File: config.mk
export PLATFORM = sky130hd
export DESIGN_NAME = branch_resolver
export DESIGN_NICKNAME = d
export VERILOG_FILES = /design/src/rtl/branch_resolver.sv
export SDC_FILE = /design/constraint.sdc
export NUM_CORES = 1
export LEC_CHECK = 0
export CORE_MARGIN = 1
export CORE_UTILIZATION = 51
export DETAILED_ROUTE_END_ITERATION = 12
export GPL_TIMING_DRIVEN = 1
export HOLD_SLACK_MARGIN = 0.15
export MAX_ROUTING_LAYER = met4
export PLACE_DENSITY = 0.81
export SETUP_SLACK_MARGIN = 0.02
export SYNTH_ARGS = -nofsm -noshare
export SYNTH_HDL_FRONTEND = slang
export SYNTH_SLANG_ARGS = --single-unit
File: constraint.sdc
create_clock -name clk -period 3.5 [get_ports clk]
set_input_delay 0.7 -clock clk [delete_from_list [all_inputs] [get_ports clk]]
set_output_delay 0.7 -clock clk [all_outputs]
set_load 0.02 [all_outputs]
File: src/rtl/branch_resolver.sv
// Branch resolver: carries BTB predictions through IF_ID/ID_EX, resolves them in EX,
// raises flush/redirect on mispredict and issues one registered BTB update per resolution.
module branch_resolver #(
  parameter int PC_W  = 16,
  parameter int IDX_W = 9,
  parameter int CNT_W = 16
) (
  input  logic                  clk,
  input  logic                  rst_n,
  input  logic                  stall,
  input  logic [PC_W-1:0]       pc_IF,
  input  logic                  pred_hit_IF,
  input  logic                  pred_strong_IF,
  input  logic [PC_W-1:0]       pred_target_IF,
  input  logic                  br_instr_EX,
  input  logic                  taken_EX,
  input  logic [PC_W-1:0]       target_EX,
  output logic                  flush,
  output logic                  redirect_valid,
  output logic [PC_W-1:0]       redirect_pc,
  output logic                  upd_we,
  output logic [IDX_W-1:0]      upd_index,
  output logic [PC_W-IDX_W-1:0] upd_tag,
  output logic                  upd_strong,
  output logic                  upd_valid,
  output logic [PC_W-1:0]       upd_target,
  input  logic                  perf_clr,
  output logic [CNT_W-1:0]      br_cnt,
  output logic [CNT_W-1:0]      mis_cnt
);

  localparam int TAG_W = PC_W - IDX_W;
  localparam logic [PC_W-1:0]  PC_ONE  = 1;
  localparam logic [CNT_W-1:0] CNT_ONE = 1;

  logic [PC_W-1:0]  id_pc, id_tgt, ex_pc, ex_tgt;
  logic             id_hit, id_s, ex_hit, ex_s;

  logic             mis, wr, nxt_s, nxt_v;
  logic [PC_W-1:0]  rpc, nxt_tgt, pc_inc;
  logic [TAG_W-1:0] nxt_tag;
  logic [IDX_W-1:0] nxt_idx;

  assign pc_inc = ex_pc + PC_ONE;

  // Priority-ordered resolution of the EX-stage prediction. An invalidate is a write
  // with every field left at its zero default; only the index is taken from pc.
  always_comb begin
    mis     = 1'b0;
    wr      = 1'b0;
    rpc     = '0;
    nxt_s   = 1'b0;
    nxt_v   = 1'b0;
    nxt_tgt = '0;
    nxt_tag = '0;
    nxt_idx = '0;
    if (!stall) begin
      if (ex_hit && !br_instr_EX) begin
        mis = 1'b1;
        rpc = pc_inc;
        wr  = 1'b1;
      end else if (ex_hit && !taken_EX) begin
        mis = 1'b1;
        rpc = pc_inc;
        wr  = 1'b1;
        if (ex_s) begin
          nxt_tag = ex_pc[PC_W-1:IDX_W];
          nxt_v   = 1'b1;
          nxt_tgt = ex_tgt;
        end
      end else if (ex_hit && (ex_tgt != target_EX)) begin
        mis     = 1'b1;
        rpc     = target_EX;
        wr      = 1'b1;
        nxt_tag = ex_pc[PC_W-1:IDX_W];
        nxt_v   = 1'b1;
        nxt_tgt = target_EX;
      end else if (ex_hit) begin
        if (!ex_s) begin
          wr      = 1'b1;
          nxt_tag = ex_pc[PC_W-1:IDX_W];
          nxt_s   = 1'b1;
          nxt_v   = 1'b1;
          nxt_tgt = ex_tgt;
        end
      end else if (br_instr_EX && taken_EX) begin
        mis     = 1'b1;
        rpc     = target_EX;
        wr      = 1'b1;
        nxt_tag = ex_pc[PC_W-1:IDX_W];
        nxt_v   = 1'b1;
        nxt_tgt = target_EX;
      end
      if (wr) nxt_idx = ex_pc[IDX_W-1:0];
    end
  end

  assign flush          = mis;
  assign redirect_valid = mis;
  assign redirect_pc    = rpc;

  // Prediction pipeline: holds on stall, squashed to an empty slot on flush.
  always_ff @(posedge clk or negedge rst_n) begin
    if (!rst_n) begin
      id_pc <= '0; id_hit <= 1'b0; id_s <= 1'b0; id_tgt <= '0;
      ex_pc <= '0; ex_hit <= 1'b0; ex_s <= 1'b0; ex_tgt <= '0;
    end else if (!stall) begin
      if (mis) begin
        id_pc <= '0; id_hit <= 1'b0; id_s <= 1'b0; id_tgt <= '0;
        ex_pc <= '0; ex_hit <= 1'b0; ex_s <= 1'b0; ex_tgt <= '0;
      end else begin
        id_pc <= pc_IF;  id_hit <= pred_hit_IF; id_s <= pred_strong_IF; id_tgt <= pred_target_IF;
        ex_pc <= id_pc;  ex_hit <= id_hit;      ex_s <= id_s;           ex_tgt <= id_tgt;
      end
    end
  end

  always_ff @(posedge clk or negedge rst_n) begin
    if (!rst_n) begin
      upd_we     <= 1'b0;
      upd_index  <= '0;
      upd_tag    <= '0;
      upd_strong <= 1'b0;
      upd_valid  <= 1'b0;
      upd_target <= '0;
    end else begin
      upd_we     <= wr;
      upd_index  <= nxt_idx;
      upd_tag    <= nxt_tag;
      upd_strong <= nxt_s;
      upd_valid  <= nxt_v;
      upd_target <= nxt_tgt;
    end
  end

  // Saturating counters; a clear wins over a same-cycle increment.
  always_ff @(posedge clk or negedge rst_n) begin
    if (!rst_n) begin
      br_cnt  <= '0;
      mis_cnt <= '0;
    end else if (perf_clr) begin
      br_cnt  <= '0;
      mis_cnt <= '0;
    end else begin
      if (br_instr_EX && !stall && (br_cnt != '1)) br_cnt <= br_cnt + CNT_ONE;
      if (mis && (mis_cnt != '1)) mis_cnt <= mis_cnt + CNT_ONE;
    end
  end

endmodule

Word-level counts from Yosys, hierarchy flattened
Index checks and enable logic that the tools add are counted.
{ "op_classes": {"n_addsub": 3, "mul": 0, "div_mod_pow": 0, "magnitude_cmp": 0, "n_eq_ne": 3, "shift": 0, "muxes": 57, "bitwise_logic": 0, "n_reduce_logical": 12} }
{ "ops": {"columns": ["cell", "n"], "rows": [
  ["two-way mux 16 bit", 21],
  ["two-way mux 7 bit", 8],
  ["adder 16 x 1 -> 16 bit (second input constant)", 3],
  ["inequality test 16 bit (second input constant)", 2],
  ["two-way mux 1 bit", 26],
  ["two-way mux 9 bit", 2],
  ["inequality test 16 bit", 1],
  ["logical AND 1 bit", 7],
  ["nonzero test 2 bit", 2],
  ["logical NOT 1 bit", 3]
]} }
{ "totals": {"regBits": 135, "latchBits": 0, "mem_bits_rw": 0, "rom_bits": 0, "inputBits": 56, "output_inout_bits": 85, "word_cells": 91, "memories": 0} }

Depth between registers and ports, before layout
Gate-level depths: netlist of run 1.
{ "logic_depth": {"ltp_word": 10, "mapped_depth": 9, "depth_no_buf": 7} }

Worst setup path after synthesis of run 1
No wires, ideal clock.
{ "synth_timing": {"path_type": "input to output", "startpoint": "input target_EX[10]", "endpoint": "output redirect_valid", "arrival_time_ns": 2.381, "t_required_ns": 2.800, "setup_slack_ns": 0.419, "stages": 8, "n_path_buf": 4, "cell_sequence": "xor2_1 -> nor4_1 -> and4_1 -> buf_2 -> buf_2 -> buf_1 -> a21oi_1 -> buf_4"} }
{ "synth_via": {"elab_chain_cells": 6} }
{ "synth_rtl": {"columns": ["item", "line_no", "rtl"], "rows": [
  ["from (decl)", "17", "input logic [PC_W-1:0] target_EX,"],
  ["inequality test 16 bit", "71", "end else if (ex_hit && (ex_tgt != target_EX)) begin"],
  ["logical AND 1 bit", "71", null],
  ["two-way mux 1 bit", "71", null],
  ["two-way mux 1 bit", "62", "end else if (ex_hit && !taken_EX) begin"],
  ["two-way mux 1 bit", "58", "if (ex_hit && !br_instr_EX) begin"],
  ["two-way mux 1 bit", "57", "if (!stall) begin"],
  ["to (decl)", "19", "output logic redirect_valid,"]
]} }
Every way passes these cells.

Worst setup path after layout of run 1
{ "layout_timing": {"startpoint": "input target_EX[0]", "endpoint": "output redirect_pc[9]"} }
{ "layout_via": {"elab_chain_cells": 6} }
{ "layout_rtl": {"columns": ["item", "line_no", "rtl"], "rows": [
  ["inequality test 16 bit", "71", null],
  ["logical AND 1 bit", "71", null],
  ["two-way mux 16 bit", "71", null],
  ["two-way mux 16 bit", "62", null],
  ["two-way mux 16 bit", "58", null],
  ["two-way mux 16 bit", "57", null],
  ["to (decl)", "20", "output logic [PC_W-1:0] redirect_pc,"]
]} }
Every way passes these cells.

==> metrics.log, run 1 <==
INFO  metric max_freq = around 290 MHz
INFO  metric worstSkewPairLatency = between 400 and 500 ps
INFO  metric outcome = finished, final reports clean
INFO  metric switching_share = between 20% and 30%
INFO  metric cts.root.buffer_cell = sky130_fd_sc_hd__clkbuf_16
INFO  metric synth_top_family_by_area = compound AO/OA/AOI/OAI gates
INFO  metric switching_pwr = approximately 1.1 mW
INFO  metric synthToLayoutAreaGrowth = 37.32%
INFO  metric cts_tree = built
INFO  metric rows = 40
INFO  metric synthesis.area = roughly 0.0063 mm^2
INFO  metric drv_slew = 0
INFO  metric holdBufCountCts = 0
INFO  metric grt_usage = between 20% and 30%
INFO  metric finalNetCount = approximately 830
INFO  metric routed_wire_per_std_cell = approximately 18 um
INFO  metric worstSetupPathType = in -> out
INFO  metric cts.reportedPaths.clkPinSlew = 50 ps
INFO  metric cts_buffer_depth = 2
INFO  metric synth_fp_nets = between 600 and 700
INFO  metric core_area = roughly 0.012 mm^2
INFO  metric i_o_pin_total = 141
INFO  metric grt.met3_usage = about 5.6%
INFO  metric total_number_of_yosys_warnings = 0
INFO  metric rsz0062_at_grt = yes
INFO  metric fin_tns_setup = 0 ps
INFO  metric synth_top_area_share = a little over half
INFO  metric synth_area_leaders = sky130_fd_sc_hd__dfrtp_1 (54%), sky130_fd_sc_hd__a22o_1 (10%), sky130_fd_sc_hd__xor2_1 (4.6%)
INFO  metric post-route-drc-count = 0
INFO  metric antenna-diode-count = 0
INFO  metric floorplan.die.height = 113 um
INFO  metric relative_contribution_of_combinational_cells_to_total_power = 14.1%
INFO  metric sequential_power_share = 42.8%
INFO  metric p_int = around 3.1 mW
INFO  metric grt_most_used_layer = met2
INFO  metric setup_violations = 0
INFO  metric post-synth-top-count-cell = sky130_fd_sc_hd__dfrtp_1
INFO  metric final-hold-violation-count = 0
INFO  metric antenna_found_initial = 0
INFO  metric timing.max_slew.rel_slack = roughly 44%
INFO  metric ff_latch_area = around 0.0034 mm^2
INFO  metric layout_min_cycle_time = 3475 ps
INFO  metric fp.dieArea = 0.01277 mm^2
INFO  metric clkSinkCount = roughly 140
INFO  metric postSynth.topFlopCell = sky130_fd_sc_hd__dfrtp_1
INFO  metric htree_num_levels = 4
INFO  metric multi_input_area = 0.002741 mm^2
INFO  metric drtIter0Drc = approximately 630
INFO  metric fin_crit_sh = ~99%
INFO  metric gr-usage-met2 = ~44%
INFO  metric die-width = 113 um
INFO  metric cellPowerDensity = about 490 mW/mm^2
INFO  metric detailedPlacementHpwl = about 12,000 um
INFO  metric postSynthRegisterBits = between 100 and 150
INFO  metric worst_slew_pin_slew = around 830 ps
INFO  metric crit_path_start_kind = input port
INFO  metric grt_start_max_net_pins = approximately 70
INFO  metric nFillCells = 876
INFO  metric port-buffer-count = 140
INFO  metric worst_ep_arrival_time = ~2800 ps
INFO  metric netlist-cell-type-count = 37
INFO  metric design_power_total = between 4 and 5 mW
INFO  metric globalRouteOverflowTotal = 0
INFO  metric multiplexer_share_of_the_synthesized_area = 0.3186%
INFO  metric grt_pass1_vias = 5,364
INFO  metric first_pass_grt_wire_length = around 28,000 um
INFO  metric syn_inst = 621
INFO  metric timing.critical_path.required = 2800 ps
INFO  metric synth_xor_xnor_area_share = 6.272%
INFO  metric clock_power_share = between 40% and 50%
INFO  metric maxCapViolations = 0
INFO  metric post_route_cells_drive_above_1_share = 11.80%
INFO  metric grt_use_met1 = between 30% and 40%
INFO  metric drt.antenna.violating_nets = 0
INFO  metric post-cts-setup-buffer-count = 0
INFO  metric routed_wl = 17,070 um
INFO  metric avgViaCountPerCell = 6.029
INFO  metric synth_common_cells = sky130_fd_sc_hd__dfrtp_1 (135), sky130_fd_sc_hd__a22o_1 (72), sky130_fd_sc_hd__nand2_1 (72)
INFO  metric worst_case_clock_skew = between 5 and 6 ps
INFO  metric drt-pass1-iter-count = 4
INFO  metric gp_congestion = 0.8694
INFO  metric worst_hold_path_class = in -> async
INFO  metric post_synthesis_share_of_cell_area_spent_on_and_or_nand_and_nor_gates = approximately 18%
INFO  metric number_of_flops_mapped_to_enable_cells_by_yosys = 0
INFO  metric synthesized_area_fraction_occupied_by_ao_oa_aoi_and_oai_cells = between 15 and 20%
INFO  metric vdd_ir_drop_max = 0.3431 mV
INFO  metric ys_async_rst_share = 100.0%
INFO  metric vias_after_detailed_routing = ~5,600
INFO  metric post_synthesis_sequential_area_ratio = 53.76%
INFO  metric synth.avg_cell_area = between 10 and 15 um^2
INFO  metric end_kind = primary output
INFO  metric synthDominantAreaCellType = sky130_fd_sc_hd__dfrtp_1
INFO  metric floorplan.initialDensity = between 50 and 60%
INFO  metric post_synthesis_share_of_cell_area_spent_on_full_adders_half_adders_and_majority_gates = less than 1%
INFO  metric maximum_fanout_along_the_worst_path = 7
INFO  metric cts_buffers = 17
INFO  metric p_leak = between 3 and 4 nW
-- power groups by stage --
stage,sequential (mW),clock (mW),combinational (mW)
after global placement,1.83,0,0.577
after detailed placement,1.83,0,0.590
after global routing,1.83,1.91,0.643
after floorplan,1.81,0,0.294
after CTS,1.81,1.85,0.590
final,1.81,1.82,0.596
-- registers in the layout (all words and copies together), names as in the netlist --
| name | flops |
|---|---|
| ex_pc | 16 |
| id_s | 1 |
| ex_tgt | 16 |
| upd_strong | 1 |
| upd_tag | 7 |
| upd_valid | 1 |
| br_cnt | 16 |
| upd_index | 9 |
| id_hit | 1 |
| ex_s | 1 |
| mis_cnt | 16 |
| upd_we | 1 |
| id_pc | 16 |
| upd_target | 16 |
| id_tgt | 16 |
| ex_hit | 1 |
-- cells in the final DEF, fill, tap and decap left out, drive strengths merged, types with 7 or more instances in the layout --
master         Yosys  routed
clkdlybuf4s50      0     118
and3               8       8
xnor2             12      12
or4                9       9
o31ai              9       9
clkinv             0       7
inv                9       9
o21ai             18      18
buf               13      48
dfrtp            135     135
nand4             14      14
a21oi             36      36
xor2              33      33
a22o              72      72
and2              17      17
a31oi             15      15
nor2              29      29
clkbuf            31      23
nand2             72      72
nand3             50      50
-- kinds of logic (layout without fill, tap and decap cells) --
kind of cell               Yosys count  after routing
muxes                                2              2
DFF                                135            135
buffers and inverters               53            220
AOI/OAI and AO/OA                  157            157
adders and majority gates            3              3
xor gates and xnor gates            45             45
and+or+nand+nor                    226            226
-- repair_timing --
item                       in CTS  in global routing
setup endpoints to repair      18                 16
gates cloned                    0                  1
pin swaps                       0                  1
resized for setup              56                 20
-- area by class of cell --
type | instances | share of cell area, %
clock buffers | 20 | 5.293
clock inverters | 12 | 1.755
inverters | 9 | 0.3915
multi-input cells | 433 | 31.77
flip-flops and latches | 135 | 39.15
well taps | 147 | 2.132
repair buffers | 179 | 19.50
-- layer usage --
layer | share of wire [%] | routed length, um
met1 | 41 | 6998
met2 | 48 | 8236
met3 | 7.3 | 1250
met4 | 3.4 | 586
met5 | 0 | 0
-- worst max-delay path, stage by stage --
cell and delay, ps:
sky130_fd_sc_hd__clkdlybuf4s50_1 540, sky130_fd_sc_hd__xor2_1 200, sky130_fd_sc_hd__nor4_2 80, sky130_fd_sc_hd__buf_4 140
sky130_fd_sc_hd__and4_4 150, sky130_fd_sc_hd__a211oi_4 290, sky130_fd_sc_hd__buf_4 220, sky130_fd_sc_hd__nand2_1 60
sky130_fd_sc_hd__o21ai_0 100, sky130_fd_sc_hd__clkdlybuf4s15_2 300
-- stage by stage --
stage | instance area [um^2] | std cells | hold slack (ps) | utilization [%] | setup WS [ps]
floorplan | 6284 | 621 | 404.4 | - | 419.3
global placement | 8014 | 902 | 477.0 | 66.72 | -383.8
detailed placement | 8014 | 902 | 482.6 | 66.72 | -367.2
CTS | 8612 | 934 | 397.5 | 71.70 | 7.475
global route | 8628 | 935 | 451.5 | 71.83 | -26.89
finish | 8628 | 935 | 374.1 | 71.83 | 25.38
-- final timing paths --
check / start / to / slack (ps) / cells past startpoint
worst max-delay path: target_EX[0] / redirect_pc[9] / 30 / 10
worst min-delay path: rst_n / br_cnt[11]$_DFFE_PN0P_ / 370 / 1
worst max register to register: ex_tgt[10]$_DFFE_PN0N_ / id_tgt[10]$_DFFE_PN0N_ / 910 / 10
worst min register to register: id_tgt[2]$_DFFE_PN0N_ / ex_tgt[2]$_DFFE_PN0N_ / 490 / 1
max in group asynchronous: rst_n / ex_pc[12]$_DFFE_PN0N_ / 2310 / 2
min in group clk: id_tgt[2]$_DFFE_PN0N_ / ex_tgt[2]$_DFFE_PN0N_ / 490 / 1
Power figures use the tool's default switching activity.
==> run 2, diff against run 1 <==
--- a/config.mk
+++ b/config.mk
@@ -6,12 +6,11 @@
 export NUM_CORES = 1
 export LEC_CHECK = 0
 export CORE_MARGIN = 1
-export CORE_UTILIZATION = 51
+export CORE_UTILIZATION = 30
 export DETAILED_ROUTE_END_ITERATION = 12
 export GPL_TIMING_DRIVEN = 1
 export HOLD_SLACK_MARGIN = 0.15
 export MAX_ROUTING_LAYER = met4
-export PLACE_DENSITY = 0.81
 export SETUP_SLACK_MARGIN = 0.02
 export SYNTH_ARGS = -nofsm -noshare
 export SYNTH_HDL_FRONTEND = slang
==> run 2 against run 1 <==
Net effect:
- total power down 2.8%
- combinational power up 3%
- critical endpoint is now redirect_pc[3]
- via count is 5.1% lower
- sequential cell count unchanged
- fmax rose by 1.5%
- sequential share of layout area shrank 0.43 points
- register-to-register slack improved by 40 ps
==> metrics.log, run 2 (synthesis results as in run 1) <==
INFO  metric drtIter0Drc = 422 (-33%)
INFO  metric post-route-drc-count = 0 (unchanged)
INFO  metric gp_congestion = 0.8199 (-5.7%)
INFO  metric dp.cells = 1,028 (+14%)
INFO  metric fp.dieArea = 0.02153 mm^2 (+69%)
INFO  metric design_power_total = 4.114 mW (-2.8%)
INFO  metric cts_tree = built
INFO  metric clkSinkCount = 135 (unchanged)
INFO  metric drv_slew = 0 (unchanged)
INFO  metric fin_util = 42.84% (-29 points)
INFO  metric antenna_found_initial = 0 (unchanged)
INFO  metric rows = 52 (+30%)
INFO  metric max_freq = 292.1 MHz (+1.5%)
INFO  metric cts.root.buffer_cell = sky130_fd_sc_hd__clkbuf_16
INFO  metric highest_count_cells_in_the_layout_ignoring_fill_and_taps = sky130_fd_sc_hd__dfrtp_1 (135), sky130_fd_sc_hd__clkdlybuf4s50_1 (120), sky130_fd_sc_hd__nand2_1 (72), sky130_fd_sc_hd__a22o_1 (72), sky130_fd_sc_hd__nand3_1 (50)
INFO  metric setup_violations = 0 (unchanged)
INFO  metric finalNetCount = 838 (+0.48%)
INFO  metric layoutNonFillerInstCount = 1,061 (+13%)
INFO  metric mostFrequentLayoutCell = sky130_fd_sc_hd__dfrtp_1
INFO  metric switching_pwr = 1.145 mW (+3.2%)
INFO  metric multi_input_area = 0.002730 mm^2 (-0.41%)
INFO  metric drt-pass1-iter-count = 6 (+2)
INFO  metric port-buffer-count = 140 (unchanged)
INFO  metric timing.max_slew.rel_slack = 46.24% (+1.9 points)
INFO  metric maxCapViolations = 0 (unchanged)
INFO  metric worst_r2r_startpoint = ex_tgt[8]$_DFFE_PN0N_
INFO  metric cts_buffer_depth = 2 (unchanged)
INFO  metric i_o_pin_total = 141 (unchanged)
INFO  metric timing.reg2reg.setup_slack = 950 ps (+40 ps)
INFO  metric first_pass_grt_wire_length = 29,280 um (+6.0%)
INFO  metric drt.antenna.violating_nets = 0 (unchanged)
INFO  metric grt_start_max_net_pins = 78 (+13%)
INFO  metric clock_power_share = 41.3% (-1.8 points)
INFO  metric nFillCells = 1,980 (+130%)
INFO  metric fin_tns_setup = 0 ps (unchanged)
INFO  metric maximum_fanout_along_the_worst_path = 14 (+7)
INFO  metric crit_path_start_kind = input port
INFO  metric core_area = 0.02036 mm^2 (+70%)
INFO  metric die-width = 146.7 um (+30%)
INFO  metric layout_min_cycle_time = 3424 ps (-50.63 ps)
INFO  metric switching_share = 27.84% (+1.6 points)
INFO  metric p_leak = 3.755 nW (-0.57%)
INFO  metric floorplan.die.height = 146.7 um (+30%)
INFO  metric detailedPlacementHpwl = 13,300 um (+12%)
INFO  metric relative_contribution_of_combinational_cells_to_total_power = 14.9% (+0.8 points)
INFO  metric holdBufCountCts = 0 (unchanged)
INFO  metric final-hold-violation-count = 0 (unchanged)
INFO  metric worst_ep_arrival_time = 2720 ps (-50 ps)
INFO  metric sequential_power_share = 43.8% (+1.0 points)
INFO  metric worstSetupPathType = in -> out
INFO  metric avgViaCountPerCell = 5.041 (-16%)
INFO  metric synthToLayoutAreaGrowth = 38.83%
INFO  metric routed_wl = 18,560 um (+8.7%)
INFO  metric worstSkewPairLatency = 420 ps (about the same)
INFO  metric cells_on_worst_reg2reg_path = 10 (unchanged)
INFO  metric globalRouteOverflowTotal = 0 (unchanged)
INFO  metric worstReg2RegEnd = mis_cnt[15]$_DFFE_PN0P_
INFO  metric floorplan.initialDensity = 30.86% (-21 points)
INFO  metric worst_slew_pin_slew = 800.9 ps (-33.95 ps)
INFO  metric cts_buffers = 17 (unchanged)
INFO  metric end_kind = primary output
INFO  metric p_int = 2.968 mW (-4.9%)
INFO  metric fin_crit_sh = 97.83% (-1.4 points)
INFO  metric htree_num_levels = 4 (unchanged)
INFO  metric ff_latch_area = 0.003378 mm^2 (unchanged)
INFO  metric outcome = finished, final reports clean
INFO  metric grt_pass1_vias = 5,103 (-4.9%)
INFO  metric vdd_ir_drop_max = 0.2923 mV (-15%)
INFO  metric crit_chain = clkdlybuf4s50_1 -> xor2_1 -> nor4_2 -> and4_4 -> a211oi_2 -> buf_12 -> a22o_1 -> buf_2
INFO  metric worst_case_clock_skew = 7.237 ps (+1.426 ps)
INFO  metric antenna-diode-count = 0 (unchanged)
INFO  metric worst_hold_path_class = in -> async
INFO  metric rsz0062_at_grt = yes
INFO  metric slowest_delay = 470 ps (-70 ps)
INFO  metric timing.critical_path.required = 2800 ps (about the same)
INFO  metric post_route_cells_drive_above_1_share = 12.90% (+1.1 points)
INFO  metric grt_usage = 18.41% (-11 points)
INFO  metric vias_after_detailed_routing = 5,348 (-5.1%)
INFO  metric routed_wire_per_std_cell = 17.49 um (-4.2%)
INFO  metric slowest_stage = sky130_fd_sc_hd__clkdlybuf4s50_1
INFO  metric cts.reportedPaths.clkPinSlew = 60 ps (about the same)
INFO  metric cellPowerDensity = 471.6 mW/mm^2 (-3.8%)
run 2: changes by cell type in the layout (fill, tap and decap cells not counted), sizes merged:
cell / delta
buf: +4
bufinv: -2
clkbuf: +6
clkdlybuf4s15: -5
clkdlybuf4s50: +2
dlygate4sd2: -3
dlymetal6s2s: -2
inv: +3
run 2: power groups by stage:
stage / logic [mW] / clock network [mW] / registers [mW]
floorplan: 0.294 / 0 / 1.81
global placement: 0.615 / 0 / 1.82
detailed placement: 0.620 / 0 / 1.83
CTS: 0.622 / 1.75 / 1.80
global route: 0.666 / 1.81 / 1.82
finish: 0.614 / 1.70 / 1.80
run 2: final cells by class:
class | instances | share of cell area, %
Multi-Input combinational cell | 433 | 31.30
Inverter | 9 | 0.3873
Sequential cell | 135 | 38.73
Clock buffer | 18 | 5.034
Tap cell | 270 | 3.873
Timing Repair Buffer | 183 | 19.26
Clock inverter | 13 | 1.420
run 2: layer usage:
layer / up-vias / share of wire, % / track usage, %
li1: 2569 / - / -
met4: 0 / 2.8 / 6.667
met1: 2567 / 47 / 25.58
met2: 189 / 45 / 26.26
met3: 23 / 6.0 / 3.944
met5: - / 0 / -
run 2: worst max-delay path: cells and delay by family:
family	cells	cell delay [ps]
buffers and inverters	3	800
XOR/XNOR	1	200
AND/OR/NAND/NOR	2	720
AO/OA/AOI/OAI	2	310
run 2: worst max path at each step:
stage	start	endpoint	slack, ps	depth (start not counted)
floorplan	target_EX[10]	redirect_valid	420	8
global placement	target_EX[5]	redirect_pc[7]	-440	8
CTS	target_EX[12]	redirect_pc[14]	20	10
finish	target_EX[1]	redirect_pc[3]	80	8
global route	target_EX[13]	redirect_pc[1]	7	9
detailed placement	target_EX[7]	redirect_pc[8]	-460	9
run 2: stage by stage:
| step | setup slack, ps | hold WS (ps) | instance area [um^2] |
|---|---|---|---|
| after floorplan | 419.3 | 404.4 | 6284 |
| after global placement | -436.0 | 474.0 | 8209 |
| after detailed placement | -463.6 | 477.3 | 8209 |
| after CTS | 20.82 | 324.6 | 8781 |
| after global routing | 6.962 | 352.2 | 8723 |
| final | 76.02 | 302.1 | 8723 |
run 2: timing repair:
action / 4_1_cts / 5_1_grt
setup buffers: 0 / 2
resized for setup: 54 / 24
pin swaps: 1 / 3
cloned: 0 / 0
endpoints found under the setup margin: 18 / 17
==> run 3, diff against run 2 <==
--- a/config.mk
+++ b/config.mk
@@ -5,12 +5,11 @@
 export SDC_FILE = /design/constraint.sdc
 export NUM_CORES = 1
 export LEC_CHECK = 0
-export CORE_MARGIN = 1
-export CORE_UTILIZATION = 30
+export CORE_UTILIZATION = 50
 export DETAILED_ROUTE_END_ITERATION = 12
 export GPL_TIMING_DRIVEN = 1
 export HOLD_SLACK_MARGIN = 0.15
-export MAX_ROUTING_LAYER = met4
+export PLACE_DENSITY = 0.79
 export SETUP_SLACK_MARGIN = 0.02
 export SYNTH_ARGS = -nofsm -noshare
 export SYNTH_HDL_FRONTEND = slang
==> run 3 against run 2 <==
Net effect:
- sequential cell count is the same
- final cell count fell by 9.8%
- hold slack improved by 45 ps
- sequential power about the same
- combinational power down 3%
- via count grew 4.9%
- die area shrank 40%
- critical path depth grew 1
- total power grew 0.74%
- setup slack got worse by 7.3 ps
- clock power about the same
==> metrics.log, run 3 (synthesis results as in run 1) <==
INFO  metric outcome = finished, final reports clean
INFO  metric post_dp_area = 0.008048 mm^2 (-2.0%)
INFO  metric dp_slack = -489.4 ps (-25.75 ps)
INFO  metric detailedPlacementHpwl = 11,960 um (-10%)
INFO  metric die-width = 114.1 um (-22%)
INFO  metric drtIter0Drc = 576 (+36%)
INFO  metric antenna_found_initial = 0 (unchanged)
INFO  metric finalNetCount = 835 (-0.36%)
INFO  metric worstSkewPairLatency = 420 ps (about the same)
INFO  metric htree_num_levels = 4 (unchanged)
INFO  metric grt_usage = 27.71% (+9.3 points)
INFO  metric setup_violations = 0 (unchanged)
INFO  metric p_leak = 3.781 nW (+0.69%)
INFO  metric cellPowerDensity = 479.4 mW/mm^2 (+1.7%)
INFO  metric cts_buffer_depth = 2 (unchanged)
INFO  metric port-buffer-count = 140 (unchanged)
INFO  metric i_o_pin_total = 141 (unchanged)
INFO  metric maximum_fanout_along_the_worst_path = 7 (-7)
INFO  metric mostFrequentLayoutCell = sky130_fd_sc_hd__dfrtp_1
INFO  metric drv_slew = 0 (unchanged)
INFO  metric fp.dieArea = 0.01302 mm^2 (-40%)
INFO  metric routed_wl = 17,210 um (-7.2%)
INFO  metric floorplan.initialDensity = 51.88% (+21 points)
INFO  metric cts_buffers = 17 (unchanged)
INFO  metric rows = 40 (-23%)
INFO  metric gp_congestion = 0.8729 (+6.5%)
INFO  metric end_kind = primary output
INFO  metric cpLargestDelayFamily = buffers and inverters
INFO  metric post-route-worst-setup-slack = 68.74 ps (-7.279 ps)
INFO  metric cts.root.buffer_cell = sky130_fd_sc_hd__clkbuf_16
INFO  metric worst_ep_arrival_time = 2730 ps (about the same)
INFO  metric final-hold-violation-count = 0 (unchanged)
INFO  metric slowest_delay = 470 ps (about the same)
INFO  metric cts.reportedPaths.clkPinSlew = 50 ps (about the same)
INFO  metric critical_path.most_common_cell = sky130_fd_sc_hd__buf_4
INFO  metric rsz0062_at_grt = no
INFO  metric fin_crit_sh = 98.04% (+0.21 points)
INFO  metric maxCapViolations = 0 (unchanged)
INFO  metric timing.max_slew.rel_slack = 45.92% (-0.32 points)
INFO  metric routed_wire_per_std_cell = 17.98 um (+2.8%)
INFO  metric highest_count_cells_in_the_layout_ignoring_fill_and_taps = sky130_fd_sc_hd__dfrtp_1 (135), sky130_fd_sc_hd__clkdlybuf4s50_1 (118), sky130_fd_sc_hd__nand2_1 (72), sky130_fd_sc_hd__a22o_1 (72), sky130_fd_sc_hd__nand3_1 (50)
INFO  metric avgViaCountPerCell = 5.862 (+16%)
INFO  metric worst_case_clock_skew = 8.377 ps (+1.139 ps)
INFO  metric worst_slew_pin_slew = 811.2 ps (+10.28 ps)
INFO  metric timing.reg2reg.setup_slack = 1060 ps (+110 ps)
INFO  metric slowest_stage = sky130_fd_sc_hd__clkdlybuf4s50_1
INFO  metric globalRouteOverflowTotal = 0 (unchanged)
INFO  metric path_buf_inv = 4 (+1)
INFO  metric crit_path_start_kind = input port
INFO  metric first_pass_grt_wire_length = 27,410 um (-6.4%)
INFO  metric floorplan.die.height = 114.1 um (-22%)
INFO  metric post_route_cells_drive_above_1_share = 12.42% (-0.47 points)
INFO  metric grt_start_max_net_pins = 81 (+3.8%)
INFO  metric drt-pass1-iter-count = 5 (-1)
INFO  metric crit_chain = clkdlybuf4s50_1 -> xor2_2 -> nor4_2 -> buf_4 -> and4_4 -> a211oi_4 -> clkbuf_16 -> a22o_1 -> buf_4
INFO  metric cts_tree = built
INFO  metric vias_after_detailed_routing = 5,610 (+4.9%)
INFO  metric grt_pass1_vias = 5,360 (+5.0%)
INFO  metric timing.critical_path.required = 2800 ps (about the same)
INFO  metric vdd_ir_drop_max = 0.3661 mV (+25%)
INFO  metric max_freq = 291.4 MHz (-0.21%)
INFO  metric final_cell_area = 0.008645 mm^2 (-0.90%)
INFO  metric worst_hold_path_class = in -> async
INFO  metric holdBufCountCts = 0 (unchanged)
INFO  metric worstSetupPathType = in -> out
INFO  metric clkSinkCount = 135 (unchanged)
INFO  metric post-route-drc-count = 0 (unchanged)
INFO  metric antenna-diode-count = 0 (unchanged)
INFO  metric synthToLayoutAreaGrowth = 37.57%
INFO  metric layout_min_cycle_time = 3431 ps (+7.279 ps)
INFO  metric drt.antenna.violating_nets = 0 (unchanged)
INFO  metric core_area = 0.01211 mm^2 (-41%)
## run 3: cell types whose count changed in the layout (fill, tap and decap cells not counted), sizes merged
cell,before,now
clkinvlp,2,1
clkdlybuf4s15,0,2
dlygate4sd2,0,3
clkinv,7,9
bufinv,1,2
dlymetal6s2s,0,2
clkbuf,29,22
clkdlybuf4s50,120,118
inv,12,9
buf,52,53
## run 3: stage by stage
step / std cells / util (%) / hold WS [ps] / power (mW) / setup TNS, ps
after CTS: 956 / 71.14 / 359.7 / 4.157 / 0
after global routing: 957 / 71.37 / 389.3 / 4.308 / 0
after floorplan: 621 / - / 404.4 / 2.108 / 0
final: 957 / 71.37 / 347.0 / 4.144 / 0
after detailed placement: 924 / 66.45 / 478.9 / 2.425 / -7123
after global placement: 924 / 66.45 / 474.5 / 2.405 / -5590
## run 3: what timing repair did
action,CTS,global route
setup endpoints to repair,18,18
gates cloned,0,1
setup buffers,0,0
resized for setup,68,17
pin swaps,1,5
## run 3: worst paths after layout
path	to	from	cells past startpoint
setup / recovery	redirect_pc[8]	target_EX[6]	9
hold / removal	br_cnt[9]$_DFFE_PN0P_	rst_n	1
setup reg to reg	mis_cnt[4]$_DFFE_PN0P_	ex_tgt[1]$_DFFE_PN0N_	10
hold reg to reg	ex_tgt[9]$_DFFE_PN0N_	id_tgt[9]$_DFFE_PN0N_	1
max in group asynchronous	upd_we$_DFF_PN0_	rst_n	2
min in group clk	ex_tgt[9]$_DFFE_PN0N_	id_tgt[9]$_DFFE_PN0N_	1
## run 3: layer usage
layer  GRT usage [%]  share of wire (%)
met5               0                  0
met4           13.77                3.3
met3           5.241                5.9
met2           45.17                 48
met1           35.61                 42
## run 3: where the power goes
group          switching [mW]  internal (mW)
logic                   0.312          0.286
clock network           0.650           1.08
registers               0.134           1.68
## run 3: cell type report
type	count	area [um^2]
fill	907	3467
sequential	135	3378
tap	168	210.2
clock inverter	12	127.6
multi-input combinational	433	2756
inverter	9	33.78
clock buffer	20	456.7
timing repair buffer	180	1682
